File: src/rtl/dm_multihart_ctrl_pkg.sv
// Shared definitions for the multi-hart debug-module control core:
// register map, DMI op/response codes, field offsets and the resume FSM states.
package dm_pkg;

  localparam logic [6:0] ADDR_DMCONTROL   = 7'h10;
  localparam logic [6:0] ADDR_DMSTATUS    = 7'h11;
  localparam logic [6:0] ADDR_HAWINDOWSEL = 7'h14;
  localparam logic [6:0] ADDR_HAWINDOW    = 7'h15;
  localparam logic [6:0] ADDR_HALTSUM0    = 7'h40;

  typedef enum logic [1:0] {
    DMI_NOP   = 2'd0,
    DMI_READ  = 2'd1,
    DMI_WRITE = 2'd2,
    DMI_RSVD  = 2'd3
  } dmiOp_e;

  typedef enum logic [1:0] {
    RESP_OK     = 2'd0,
    RESP_FAILED = 2'd2
  } dmiResp_e;

  localparam int DMC_HALTREQ    = 31;
  localparam int DMC_RESUMEREQ  = 30;
  localparam int DMC_HASEL      = 26;
  localparam int DMC_HARTSELLO  = 16;
  localparam int DMC_HARTSELHI  = 6;
  localparam int DMC_NDMRESET   = 1;
  localparam int DMC_DMACTIVE   = 0;
  localparam int HARTSEL_FIELD  = 10;

  localparam int DMS_ALLRESUMEACK = 17;
  localparam int DMS_ANYRESUMEACK = 16;
  localparam int DMS_ALLNONEXIST  = 15;
  localparam int DMS_ANYNONEXIST  = 14;
  localparam int DMS_ALLRUNNING   = 11;
  localparam int DMS_ANYRUNNING   = 10;
  localparam int DMS_ALLHALTED    = 9;
  localparam int DMS_ANYHALTED    = 8;
  localparam int DMS_AUTH         = 7;
  localparam logic [3:0] DM_VERSION = 4'd2;

  typedef enum logic [1:0] {
    IDLE,
    PENDING,
    ACKED
  } resumeState_e;

endpackage

File: src/rtl/dm_multihart_ctrl_if.sv
// DMI request/response channel between the JTAG-side transport (master)
// and the debug-module control core (slave).
interface dm_multihart_ctrl_if;
  logic        dmi_req_valid;
  logic        dmi_req_ready;
  logic [6:0]  dmi_req_addr;
  logic [1:0]  dmi_req_op;
  logic [31:0] dmi_req_data;
  logic        dmi_resp_valid;
  logic        dmi_resp_ready;
  logic [31:0] dmi_resp_data;
  logic [1:0]  dmi_resp_resp;

  modport master (
    output dmi_req_valid, dmi_req_addr, dmi_req_op, dmi_req_data, dmi_resp_ready,
    input  dmi_req_ready, dmi_resp_valid, dmi_resp_data, dmi_resp_resp
  );

  modport slave (
    input  dmi_req_valid, dmi_req_addr, dmi_req_op, dmi_req_data, dmi_resp_ready,
    output dmi_req_ready, dmi_resp_valid, dmi_resp_data, dmi_resp_resp
  );
endinterface

File: src/rtl/dm_multihart_ctrl_resume_fsm.sv
// Per-hart resume handshake: a resume request is raised on a go to a halted
// hart and retired into the acknowledged state by the hart's resumeack pulse.
module dm_hart_resume_fsm
  import dm_pkg::*;
(
  input  logic clock,
  input  logic reset,
  input  logic go,
  input  logic halted,
  input  logic resumeack,
  input  logic clear,
  output logic resumereq,
  output logic acked
);

  resumeState_e stateReg, stateNext;

  always_ff @(posedge clock) begin
    if (reset) begin
      stateReg <= IDLE;
    end else begin
      stateReg <= stateNext;
    end
  end

  // A fresh go outranks an ack arriving in the same cycle.
  always_comb begin
    stateNext = stateReg;
    resumereq = 1'b0;
    acked     = 1'b0;
    if (clear) begin
      stateNext = IDLE;
    end else if (go && halted) begin
      stateNext = PENDING;
    end else begin
      case (stateReg)
        PENDING: if (resumeack) stateNext = ACKED;
        default: ;
      endcase
    end
    resumereq = (stateReg == PENDING);
    acked     = (stateReg == ACKED);
  end

endmodule

File: src/rtl/dm_multihart_ctrl.sv
// Debug-module control core for NHARTS harts: DMI front end, dmcontrol /
// hawindow registers, per-hart halt/resume requests and dmstatus reduction.
module dm_multihart_ctrl
  import dm_pkg::*;
#(
  parameter int NHARTS     = 4,
  parameter int HARTSELLEN = 5
) (
  input  logic              clock,
  input  logic              reset,
  dm_multihart_ctrl_if.slave dmi,
  output logic [NHARTS-1:0] hart_haltreq,
  output logic [NHARTS-1:0] hart_resumereq,
  input  logic [NHARTS-1:0] hart_halted,
  input  logic [NHARTS-1:0] hart_resumeack,
  output logic              dmactive,
  output logic              ndmreset
);

  logic                  dmactiveReg, ndmresetReg, haselReg;
  logic [HARTSELLEN-1:0] hartselReg;
  logic [NHARTS-1:0]     hawindowReg, haltreqReg;
  logic                  respValidReg;
  logic [31:0]           respDataReg;
  dmiResp_e              respRespReg;

  dmiOp_e                reqOp;
  logic                  accept, ctrlAccess, ctrlWrite, deactivate, clearAll;
  logic [19:0]           wrHartselFull, hartselFull;
  logic [HARTSELLEN-1:0] wrHartsel;
  logic [NHARTS-1:0]     curSel, wrSel, resumeGo, ackedV;
  logic                  hartselMissing;
  logic [31:0]           statusWord, readData;
  logic                  unusedBits;

  assign reqOp       = dmiOp_e'(dmi.dmi_req_op);
  assign accept      = dmi.dmi_req_valid & ~respValidReg;
  assign ctrlAccess  = accept & (reqOp == DMI_WRITE) & (dmi.dmi_req_addr == ADDR_DMCONTROL);
  assign ctrlWrite   = ctrlAccess & dmactiveReg & dmi.dmi_req_data[DMC_DMACTIVE];
  assign deactivate  = ctrlAccess & ~dmi.dmi_req_data[DMC_DMACTIVE];
  assign clearAll    = ~dmactiveReg | deactivate;

  assign wrHartselFull = {dmi.dmi_req_data[DMC_HARTSELHI +: HARTSEL_FIELD],
                          dmi.dmi_req_data[DMC_HARTSELLO +: HARTSEL_FIELD]};
  assign wrHartsel     = wrHartselFull[HARTSELLEN-1:0];
  assign hartselFull   = 20'(hartselReg);
  assign hartselMissing = 32'(hartselReg) >= 32'(NHARTS);
  assign unusedBits    = ^{dmi.dmi_req_data, wrHartselFull};

  // The write's own hartsel/hasel pick the harts it acts on.
  assign resumeGo = wrSel & {NHARTS{ctrlWrite & dmi.dmi_req_data[DMC_RESUMEREQ]
                                    & ~dmi.dmi_req_data[DMC_HALTREQ]}};

  for (genvar gi = 0; gi < NHARTS; gi++) begin : g_hart
    assign curSel[gi] = (hartselReg == HARTSELLEN'(gi)) | (haselReg & hawindowReg[gi]);
    assign wrSel[gi]  = (wrHartsel == HARTSELLEN'(gi))
                      | (dmi.dmi_req_data[DMC_HASEL] & hawindowReg[gi]);

    dm_hart_resume_fsm u_resume (
      .clock     (clock),
      .reset     (reset),
      .go        (resumeGo[gi]),
      .halted    (hart_halted[gi]),
      .resumeack (hart_resumeack[gi]),
      .clear     (clearAll),
      .resumereq (hart_resumereq[gi]),
      .acked     (ackedV[gi])
    );
  end

  function automatic logic [1:0] allAny(input logic [NHARTS-1:0] flags,
                                        input logic [NHARTS-1:0] sel,
                                        input logic              noneMissing);
    allAny = {(|sel) & noneMissing & ((flags & sel) == sel), |(flags & sel)};
  endfunction

  always_comb begin
    statusWord = '0;
    statusWord[3:0]      = DM_VERSION;
    statusWord[DMS_AUTH] = 1'b1;
    if (dmactiveReg) begin
      statusWord[DMS_ALLRESUMEACK:DMS_ANYRESUMEACK] = allAny(ackedV, curSel, ~hartselMissing);
      statusWord[DMS_ALLNONEXIST]  = hartselMissing & ~|(curSel);
      statusWord[DMS_ANYNONEXIST]  = hartselMissing;
      statusWord[DMS_ALLRUNNING:DMS_ANYRUNNING] = allAny(~hart_halted, curSel, ~hartselMissing);
      statusWord[DMS_ALLHALTED:DMS_ANYHALTED]   = allAny(hart_halted, curSel, ~hartselMissing);
    end
  end

  always_comb begin
    readData = '0;
    case (dmi.dmi_req_addr)
      ADDR_DMCONTROL: begin
        readData[DMC_DMACTIVE] = dmactiveReg;
        readData[DMC_NDMRESET] = ndmresetReg;
        readData[DMC_HASEL]    = haselReg;
        readData[DMC_HARTSELLO +: HARTSEL_FIELD] = hartselFull[9:0];
        readData[DMC_HARTSELHI +: HARTSEL_FIELD] = hartselFull[19:10];
      end
      ADDR_DMSTATUS:    readData = statusWord;
      ADDR_HAWINDOWSEL: readData = '0;
      ADDR_HAWINDOW:    readData = 32'(hawindowReg);
      ADDR_HALTSUM0:    readData = dmactiveReg ? 32'(hart_halted) : '0;
      default:          readData = '0;
    endcase
  end

  always_ff @(posedge clock) begin
    if (reset) begin
      respValidReg <= 1'b0;
      respDataReg  <= '0;
      respRespReg  <= RESP_OK;
      dmactiveReg  <= 1'b0;
      ndmresetReg  <= 1'b0;
      haselReg     <= 1'b0;
      hartselReg   <= '0;
      hawindowReg  <= '0;
      haltreqReg   <= '0;
    end else begin
      if (respValidReg && dmi.dmi_resp_ready) begin
        respValidReg <= 1'b0;
      end
      if (accept) begin
        respValidReg <= 1'b1;
        respDataReg  <= (reqOp == DMI_READ) ? readData : '0;
        respRespReg  <= (reqOp == DMI_RSVD) ? RESP_FAILED : RESP_OK;
      end
      if (ctrlAccess) begin
        dmactiveReg <= dmi.dmi_req_data[DMC_DMACTIVE];
      end
      if (clearAll) begin
        ndmresetReg <= 1'b0;
        haselReg    <= 1'b0;
        hartselReg  <= '0;
        hawindowReg <= '0;
        haltreqReg  <= '0;
      end else begin
        if (ctrlWrite) begin
          ndmresetReg <= dmi.dmi_req_data[DMC_NDMRESET];
          haselReg    <= dmi.dmi_req_data[DMC_HASEL];
          hartselReg  <= wrHartsel;
          haltreqReg  <= (haltreqReg & ~wrSel)
                       | (wrSel & {NHARTS{dmi.dmi_req_data[DMC_HALTREQ]}});
        end
        if (accept && reqOp == DMI_WRITE && dmi.dmi_req_addr == ADDR_HAWINDOW) begin
          hawindowReg <= dmi.dmi_req_data[NHARTS-1:0];
        end
      end
    end
  end

  assign dmi.dmi_req_ready  = ~respValidReg;
  assign dmi.dmi_resp_valid = respValidReg;
  assign dmi.dmi_resp_data  = respDataReg;
  assign dmi.dmi_resp_resp  = respRespReg;
  assign hart_haltreq       = haltreqReg;
  assign dmactive           = dmactiveReg;
  assign ndmreset           = ndmresetReg;

endmodule

File: src/flat_wrapper.sv
// flat-port wrapper written by rule: the top's interface ports become plain ports
module dm_multihart_ctrl_flat import dm_pkg::*;
#(
  parameter int NHARTS     = 4,
  parameter int HARTSELLEN = 5
)
  (clock, reset, hart_haltreq, hart_resumereq, hart_halted, hart_resumeack, dmactive, ndmreset, dmi_dmi_req_valid, dmi_dmi_req_addr, dmi_dmi_req_op, dmi_dmi_req_data, dmi_dmi_resp_ready, dmi_dmi_req_ready, dmi_dmi_resp_valid, dmi_dmi_resp_data, dmi_dmi_resp_resp);
  dm_multihart_ctrl_if dmi_i ();
  input  logic clock;
  input  logic reset;
  output logic [NHARTS-1:0] hart_haltreq;
  output logic [NHARTS-1:0] hart_resumereq;
  input  logic [NHARTS-1:0] hart_halted;
  input  logic [NHARTS-1:0] hart_resumeack;
  output logic dmactive;
  output logic ndmreset;
  input wire logic [$bits(dmi_i.dmi_req_valid)-1:0] dmi_dmi_req_valid;
  input wire logic [$bits(dmi_i.dmi_req_addr)-1:0] dmi_dmi_req_addr;
  input wire logic [$bits(dmi_i.dmi_req_op)-1:0] dmi_dmi_req_op;
  input wire logic [$bits(dmi_i.dmi_req_data)-1:0] dmi_dmi_req_data;
  input wire logic [$bits(dmi_i.dmi_resp_ready)-1:0] dmi_dmi_resp_ready;
  output wire logic [$bits(dmi_i.dmi_req_ready)-1:0] dmi_dmi_req_ready;
  output wire logic [$bits(dmi_i.dmi_resp_valid)-1:0] dmi_dmi_resp_valid;
  output wire logic [$bits(dmi_i.dmi_resp_data)-1:0] dmi_dmi_resp_data;
  output wire logic [$bits(dmi_i.dmi_resp_resp)-1:0] dmi_dmi_resp_resp;
  assign dmi_i.dmi_req_valid = dmi_dmi_req_valid;
  assign dmi_i.dmi_req_addr = dmi_dmi_req_addr;
  assign dmi_i.dmi_req_op = dmi_dmi_req_op;
  assign dmi_i.dmi_req_data = dmi_dmi_req_data;
  assign dmi_i.dmi_resp_ready = dmi_dmi_resp_ready;
  assign dmi_dmi_req_ready = dmi_i.dmi_req_ready;
  assign dmi_dmi_resp_valid = dmi_i.dmi_resp_valid;
  assign dmi_dmi_resp_data = dmi_i.dmi_resp_data;
  assign dmi_dmi_resp_resp = dmi_i.dmi_resp_resp;
  dm_multihart_ctrl #(.NHARTS(NHARTS), .HARTSELLEN(HARTSELLEN)) u_core (.clock(clock), .reset(reset), .dmi(dmi_i), .hart_haltreq(hart_haltreq), .hart_resumereq(hart_resumereq), .hart_halted(hart_halted), .hart_resumeack(hart_resumeack), .dmactive(dmactive), .ndmreset(ndmreset));
endmodule
File: config.mk
export PLATFORM = sky130hd
export DESIGN_NAME = dm_multihart_ctrl_flat
export DESIGN_NICKNAME = d
export VERILOG_FILES = /design/src/rtl/dm_multihart_ctrl_pkg.sv /design/src/rtl/dm_multihart_ctrl_if.sv /design/src/rtl/dm_multihart_ctrl_resume_fsm.sv /design/src/rtl/dm_multihart_ctrl.sv /design/src/flat_wrapper.sv
export SDC_FILE = /design/constraint.sdc
export NUM_CORES = 1
export LEC_CHECK = 0
export CAP_MARGIN = 20
export CORE_ASPECT_RATIO = 1.4
export CORE_MARGIN = 2
export CORE_UTILIZATION = 40
export CTS_CLUSTER_SIZE = 28
export DETAILED_ROUTE_END_ITERATION = 12
export DONT_BUFFER_PORTS = 1
export HOLD_SLACK_MARGIN = 0.08
export PLACE_DENSITY = 0.5
export SYNTH_ARGS = -nofsm -noshare
export SYNTH_HDL_FRONTEND = slang
export SYNTH_SLANG_ARGS = --single-unit
export TNS_END_PERCENT = 100
File: constraint.sdc
create_clock -name clock -period 3.5 [get_ports clock]
set_input_delay 0.35 -clock clock [delete_from_list [all_inputs] [get_ports clock]]
set_output_delay 0.35 -clock clock [all_outputs]
set_load 0.005 [all_outputs]
==> qor.txt, run 1 <==
================================================================================
CP Launch Point                                                     u_core.dmactive
ANT nets after route                                                           0
Summed negative setup slack over all endpoints                              0 ps
Setup Viol. Count Final                                                        0
Max frequency                                                            527 MHz
TritonCTS clock tree                                                         yes
Peak fanout along the critical path                                           12
Required time of the worst setup path                                    3720 ps
Die width                                                                69.5 µm
Proportion of layout cells with a drive suffix above 1                    0.0618
Master cell of the clock root buffer                                    clkbuf_8
First-pass GRT wire length                                              10200 µm
Number of flops mapped to enable cells by yosys                                0
Part of the cycle the worst path needs                                     0.543
CTS max path bufs                                                              2
Post-layout net count                                                        328
Clock buffer count from CTS                                                    5
Count of unresolved DRC violations after routing                               0
Pwr Density                                                           372 mW/mm²
Least-Margin Pin Slew                                                     775 ps
VDD IR max                                                              0.182 mV
Clock latency at the later pin of the worst-skew pair                     300 ps
Startpoint of the lowest-slack hold path                                   reset
Relative slew margins                                                      0.476
Die height                                                               95.7 µm
Worst Hold Class                                                          in2reg
Avg Inst Size Synth                                                     8.42 µm²
RePlAce Congestion                                                         0.819
Initial Utilization                                                        0.412
Total number of vias                                                        2069
Overall global routing resource usage                                      0.197
Leakage                                                              0.000815 µW
GR Util met2                                                               0.358
Sequential element share of the synthesized area                           0.359
Clock skew after layout                                                  5.20 ps
Post-route cell area                                                 0.00244 mm²
Launching point of the worst reg2reg path                           u_core.dmactive
Cell count after synthesis                                                   285
Clock-pin slew on the worst setup and hold paths                           80 ps
Minimum hold slack                                                        109 ps
Iteration-0 DRC count of the detailed router                                 108
Worst-case register-to-register setup slack                              1600 ps
Met3 Use GR                                                               0.0370
Number of hold buffers added after CTS                                         0
Die Footprint                                                        0.00665 mm²
Share of async-settable or async-resettable flops after synthesis              0
Final hold vios                                                                0
Synth top area share                                                       0.359
Placeable core region                                                0.00582 mm²
#FFs+latches synth                                                            43
Utilization of the core after routing                                      0.418
Area post-placement                                                  0.00233 mm²
Number of instances resized during post-cts repair                             0
Most instantiated flip-flop cell in the synthesis netlist                dfxtp_1
Status                                                                 completed
Synthesis-to-layout area growth                                            1.46%
Number of library cell types mapped by synthesis                              55
GR Layer Usage met1                                                        0.234
Arrival time worst endpoint                                              2110 ps
Finished Layout Cells                                                        345
Std cell rows                                                                 33
Crit path launch type                                                   register
Dominant cells by area after synthesis                              dfxtp_1 (36%), buf_4 (6.9%), a21oi_1 (4.2%)
Synth area leader                                                        dfxtp_1
Critical Path End Type                                                  register
H-tree levels                                                                  2
Cell Count Post-Placement                                                    338
Area of the mapped netlist                                           0.00240 mm²
Shortest clock period the worst path allows after layout                 1900 ps
Count of input and output buffers                                              0
Total overflow reported by the global router                                   0
Number of violations of the max-capacitance limit                              0
Post-CTS Repair Setup Buffers                                                  0
Antenna diodes                                                                 0
1st-pass router iterations                                                     6
I/O pin count                                                                 99
Startpoint-to-endpoint class of the critical path                        reg2reg
Final WL                                                                 6550 µm
Detailed Place HPWL                                                      4870 µm
Most crowded layer after global routing                                     met2
Number of slew-limit violations in the final report                            0
TritonCTS Sinks                                                               43
Wire length per cell after detailed routing                              19.0 µm
Largest net degree at the start of global routing                             17
Setup repair after global routing missed its margin                           no
Vias in the first global route                                              1934
Count of yosys warnings during synthesis                                       0
DR vias/cell                                                                6.00
Number of antenna violations at the first check in global routing              0
================================================================================
## sequential cells by signal (all words and copies together), names as in the netlist, named ones only
| signal | flops |
|---|---|
| u_core.dmi.dmi_resp_data | 17 |
| u_core.dmi.dmi_resp_valid | 1 |
| u_core.dmactive | 1 |
| u_core.haselReg | 1 |
| u_core.g_hart.u_resume.stateReg | 8 |
| u_core.hawindowReg | 4 |
| u_core.dmi.dmi_resp_resp | 1 |
| u_core.ndmreset | 1 |
| u_core.hartselReg | 5 |
## power by group
group | leakage (µW) | internal [µW] | total, µW | switching [µW]
Clock | 0.0000513 | 209 | 381 | 172
Combinational | 0.000417 | 11.4 | 32.4 | 20.9
Sequential | 0.000347 | 490 | 492 | 2.07
Total | 0.000815 | 711 | 906 | 195
## Yosys cell counts (all sizes together) (8+ instances only)
cell,n
o21ai,12
buf,25
dfxtp,43
mux2i,8
a22oi,9
nand2,25
a21oi,20
nor2,18
nor2b,11
nand4,9
nand3,20
## placed cells by master, fill, tap and decap left out, types with 6 or more instances in the layout
master,netlist,layout
dfxtp_1,43,43
nand2_1,25,25
a21oi_1,20,20
nand3_1,19,19
nor2_1,18,18
conb_1,1,16
nor2b_1,11,11
o21ai_0,11,11
a22oi_1,9,9
nand4_1,9,9
mux2i_1,8,8
a22o_1,7,7
inv_1,6,6
## path summary, 6_finish.rpt
| path | depth (start not counted) | end |
|---|---|---|
| worst min register to register | 2 | u_core.dmi.dmi_resp_resp[1] |
| worst min-delay path | 1 | u_core.dmi.dmi_resp_resp[1] |
| worst max register to register | 3 | u_core.g_hart[2].u_resume.stateReg[1] |
| worst max-delay path | 3 | u_core.g_hart[2].u_resume.stateReg[1] |
## per-stage QoR
stage | setup WS, ps | power [µW]
floorplan | 1950 | 548
global placement | 1580 | 536
detailed placement | 1560 | 536
CTS | 1590 | 914
global route | 1400 | 936
finish | 1600 | 906
## worst max-delay path, cell delays in order (launching register included)
cell and delay (ps):
dfxtp_1 600, nor2b_1 490, nand2_1 440, nor3b_1 280
## layer usage
metal	vias up	part of all wire
met1	997	0.43
li1	996	-
met2	69	0.50
met4	0	0.017
met5	-	0
met3	7	0.050
## cell type report
| class | instances | area, µm² |
|---|---|---|
| tap | 70 | 87.6 |
| inverter | 6 | 22.5 |
| sequential | 43 | 861 |
| multi-input combinational | 219 | 1360 |
| clock buffer | 6 | 72.6 |
| clock inverter | 1 | 30.0 |
| fill | 611 | 3390 |
## cells by family (layout without fill, tap and decap cells)
kind of cell           after synthesis  count (layout)  synth area share
multiplexers                         9               9            0.0380
flip-flops                          43              43             0.359
AO/OA/AOI/OAI                       65              65             0.181
buffers and inverters               38              13            0.0974
AND/OR/NAND/NOR                    129             129             0.323
other                                1              16           0.00156
No activity file was read; power rests on OpenSTA's default activity.
==> inputs of run 2 (changes only) <==
--- a/config.mk
+++ b/config.mk
@@ -13,7 +13,7 @@
 export DETAILED_ROUTE_END_ITERATION = 12
 export DONT_BUFFER_PORTS = 1
 export HOLD_SLACK_MARGIN = 0.08
-export PLACE_DENSITY = 0.5
+export PLACE_DENSITY = 0.52
 export SYNTH_ARGS = -nofsm -noshare
 export SYNTH_HDL_FRONTEND = slang
 export SYNTH_SLANG_ARGS = --single-unit
==> constraint.sdc (replaced) <==
create_clock -name clock -period 1.6 [get_ports clock]
set_input_delay 0.16 -clock clock [delete_from_list [all_inputs] [get_ports clock]]
set_output_delay 0.16 -clock clock [all_outputs]
set_load 0.005 [all_outputs]
==> qor.txt, run 2 (synthesis results as in run 1) <==
================================================================================
RePlAce Congestion                                                         0.811
I/O pin count                                                                 99
Number of antenna violations at the first check in global routing              0
Synthesis-to-layout area growth                                            20.0%
Post-layout net count                                                        377
Clock-pin slew on the worst setup and hold paths                           90 ps
Met3 WL                                                                   455 µm
Clock buffer count from CTS                                                    5
Final hold vios                                                                0
Commonest cells after routing, fill and taps aside                  dfxtp_1 (42), buf_4 (28), nand2_1 (25)
H-tree levels                                                                  2
Hold worst-path end                                                 u_core.g_hart[2].u_resume.stateReg[1]
Max frequency                                                            633 MHz
Clock latency at the later pin of the worst-skew pair                     290 ps
ANT nets after route                                                           0
Logic pwr share                                                            0.067
Internal power component                                                 1650 µW
RR Endpoint                                                         u_core.dmi.dmi_resp_data[10]
Startpoint-to-endpoint class of the critical path                        reg2reg
Cells along the critical path                                       or4b_1 -> or3_1 -> nand4_1 -> a22o_1
Crit path launch type                                                   register
Leakage                                                               0.00106 µW
Total overflow reported by the global router                                   0
Std cell rows                                                                 33
Initial Utilization                                                        0.412
Finished Layout Cells                                                        395
Antenna diodes                                                                 0
Master cell of the clock root buffer                                    clkbuf_8
Die Footprint                                                        0.00665 mm²
Iteration-0 DRC count of the detailed router                                 112
Proportion of power drawn by flip-flops and latches                        0.510
Number of stages on the worst hold path                                        2
Summed negative setup slack over all endpoints                              0 ps
Shortest clock period the worst path allows after layout                 1580 ps
Part of the cycle the worst path needs                                     0.987
Arrival time worst endpoint                                              1820 ps
Largest net degree at the start of global routing                             14
VDD IR max                                                              0.383 mV
Number of cell instances on the worst register-to-register path                4
Placeable core region                                                0.00582 mm²
Total length of routed met2 wires                                        3670 µm
Overall global routing resource usage                                      0.213
Cell Count Post-Placement                                                    366
Maximum single-stage delay on the critical path                           540 ps
Status                                                                 completed
Least-Margin Pin Slew                                                     560 ps
TritonCTS clock tree                                                         yes
Commonest non-fill, non-tap cell in the layout                           dfxtp_1
Detailed Place HPWL                                                      5160 µm
Startpoint of the lowest-slack hold path                            hart_resumeack[2]
CTS max path bufs                                                              2
Total number of vias                                                        2290
Relative slew margins                                                      0.626
Final critical-path setup slack                                          21.3 ps
Highest metal layer with signal wires                                       met4
Setup WS pre-CTS                                                         14.8 ps
Worst Hold Class                                                          in2reg
Number of buffer and inverter stages on the critical path                      0
Net Switching                                                             459 µW
DR vias/cell                                                                5.80
Number of slew-limit violations in the final report                            0
Top cell family by delay on the critical path                       simple AND/OR/NAND/NOR gates
Vias in the first global route                                              2216
Cell type of the slowest stage on the worst timing path                   or4b_1
Setup Viol. Count Final                                                        0
1st-pass router iterations                                                     4
Die height                                                               95.7 µm
Clock skew after layout                                                  6.14 ps
Wire length per cell after detailed routing                              18.1 µm
Flip-flop count of the largest register after layout                          17
Die width                                                                69.5 µm
Number of violations of the max-capacitance limit                              0
Count of input and output buffers                                              0
WL met1                                                                  2850 µm
TritonCTS Sinks                                                               43
First-pass GRT wire length                                              11100 µm
Pwr Density                                                           731 mW/mm²
PnR Total Power                                                          2110 µW
Worst-case register-to-register setup slack                                20 ps
Proportion of layout cells with a drive suffix above 1                     0.157
Critical Path End Type                                                  register
Share of total power in the clock network                                  0.422
Count of unresolved DRC violations after routing                               0
Setup repair after global routing missed its margin                           no
Final WL                                                                 7130 µm
Number of gates on the worst path with buffers counted                         4
Post-CTS Repair Setup Buffers                                                  0
Peak fanout along the critical path                                            7
Switching portion of total power                                           0.218
Launching point of the worst reg2reg path                           u_core.hartselReg[2]
Required time of the worst setup path                                    1840 ps
================================================================================
run 2: per-layer routing:
metal,track usage,vias up
met3,0.0444,12
met4,0.0850,0
met5,0,-
met1,0.251,1079
met2,0.377,96
li1,-,1103
run 2: metrics by stage:
step,hold slack [ps],utilization,cell area [µm²]
global route,96.3,0.495,2880
finish,87.3,0.495,2880
floorplan,238,-,2460
global placement,232,0.437,2540
detailed placement,235,0.437,2540
CTS,80.9,0.493,2870
run 2: timing repair:
action	CTS	global route
pin swaps	0	0
endpoints found under the setup margin	2	7
hold endpoints to repair	32	0
gates resized for setup	1	3
hold buffers	21	0
run 2: power groups by stage:
stage | combinational [µW] | clock [µW] | sequential (µW)
global placement | 83.2 | 0 | 1100
finish | 142 | 890 | 1070
global route | 155 | 962 | 1080
CTS | 138 | 916 | 1070
detailed placement | 83.6 | 0 | 1100
floorplan | 97.7 | 0 | 1100
run 2: worst max-delay path by stage:
stage,slack [ps],endpoint,startpoint
final,20,u_core.dmi.dmi_resp_data[10],u_core.hartselReg[2]
after global routing,4,u_core.dmi.dmi_resp_data[10],u_core.hartselReg[2]
after CTS,2,u_core.dmi.dmi_resp_data[10],u_core.hartselReg[2]
after detailed placement,10,u_core.dmi.dmi_resp_data[10],u_core.hartselReg[2]
after global placement,30,u_core.dmi.dmi_resp_data[10],u_core.hartselReg[2]
after floorplan,170,u_core.dmi.dmi_resp_data[10],u_core.hartselReg[2]
run 2: layout make-up:
type / instances / area, µm²
clock buffer: 6 / 82.6
clock inverter: 2 / 35.0
fill: 600 / 2940
inverter: 6 / 22.5
multi-input combinational: 219 / 1370
sequential: 43 / 862
tap: 70 / 87.6
timing repair buffer: 49 / 420
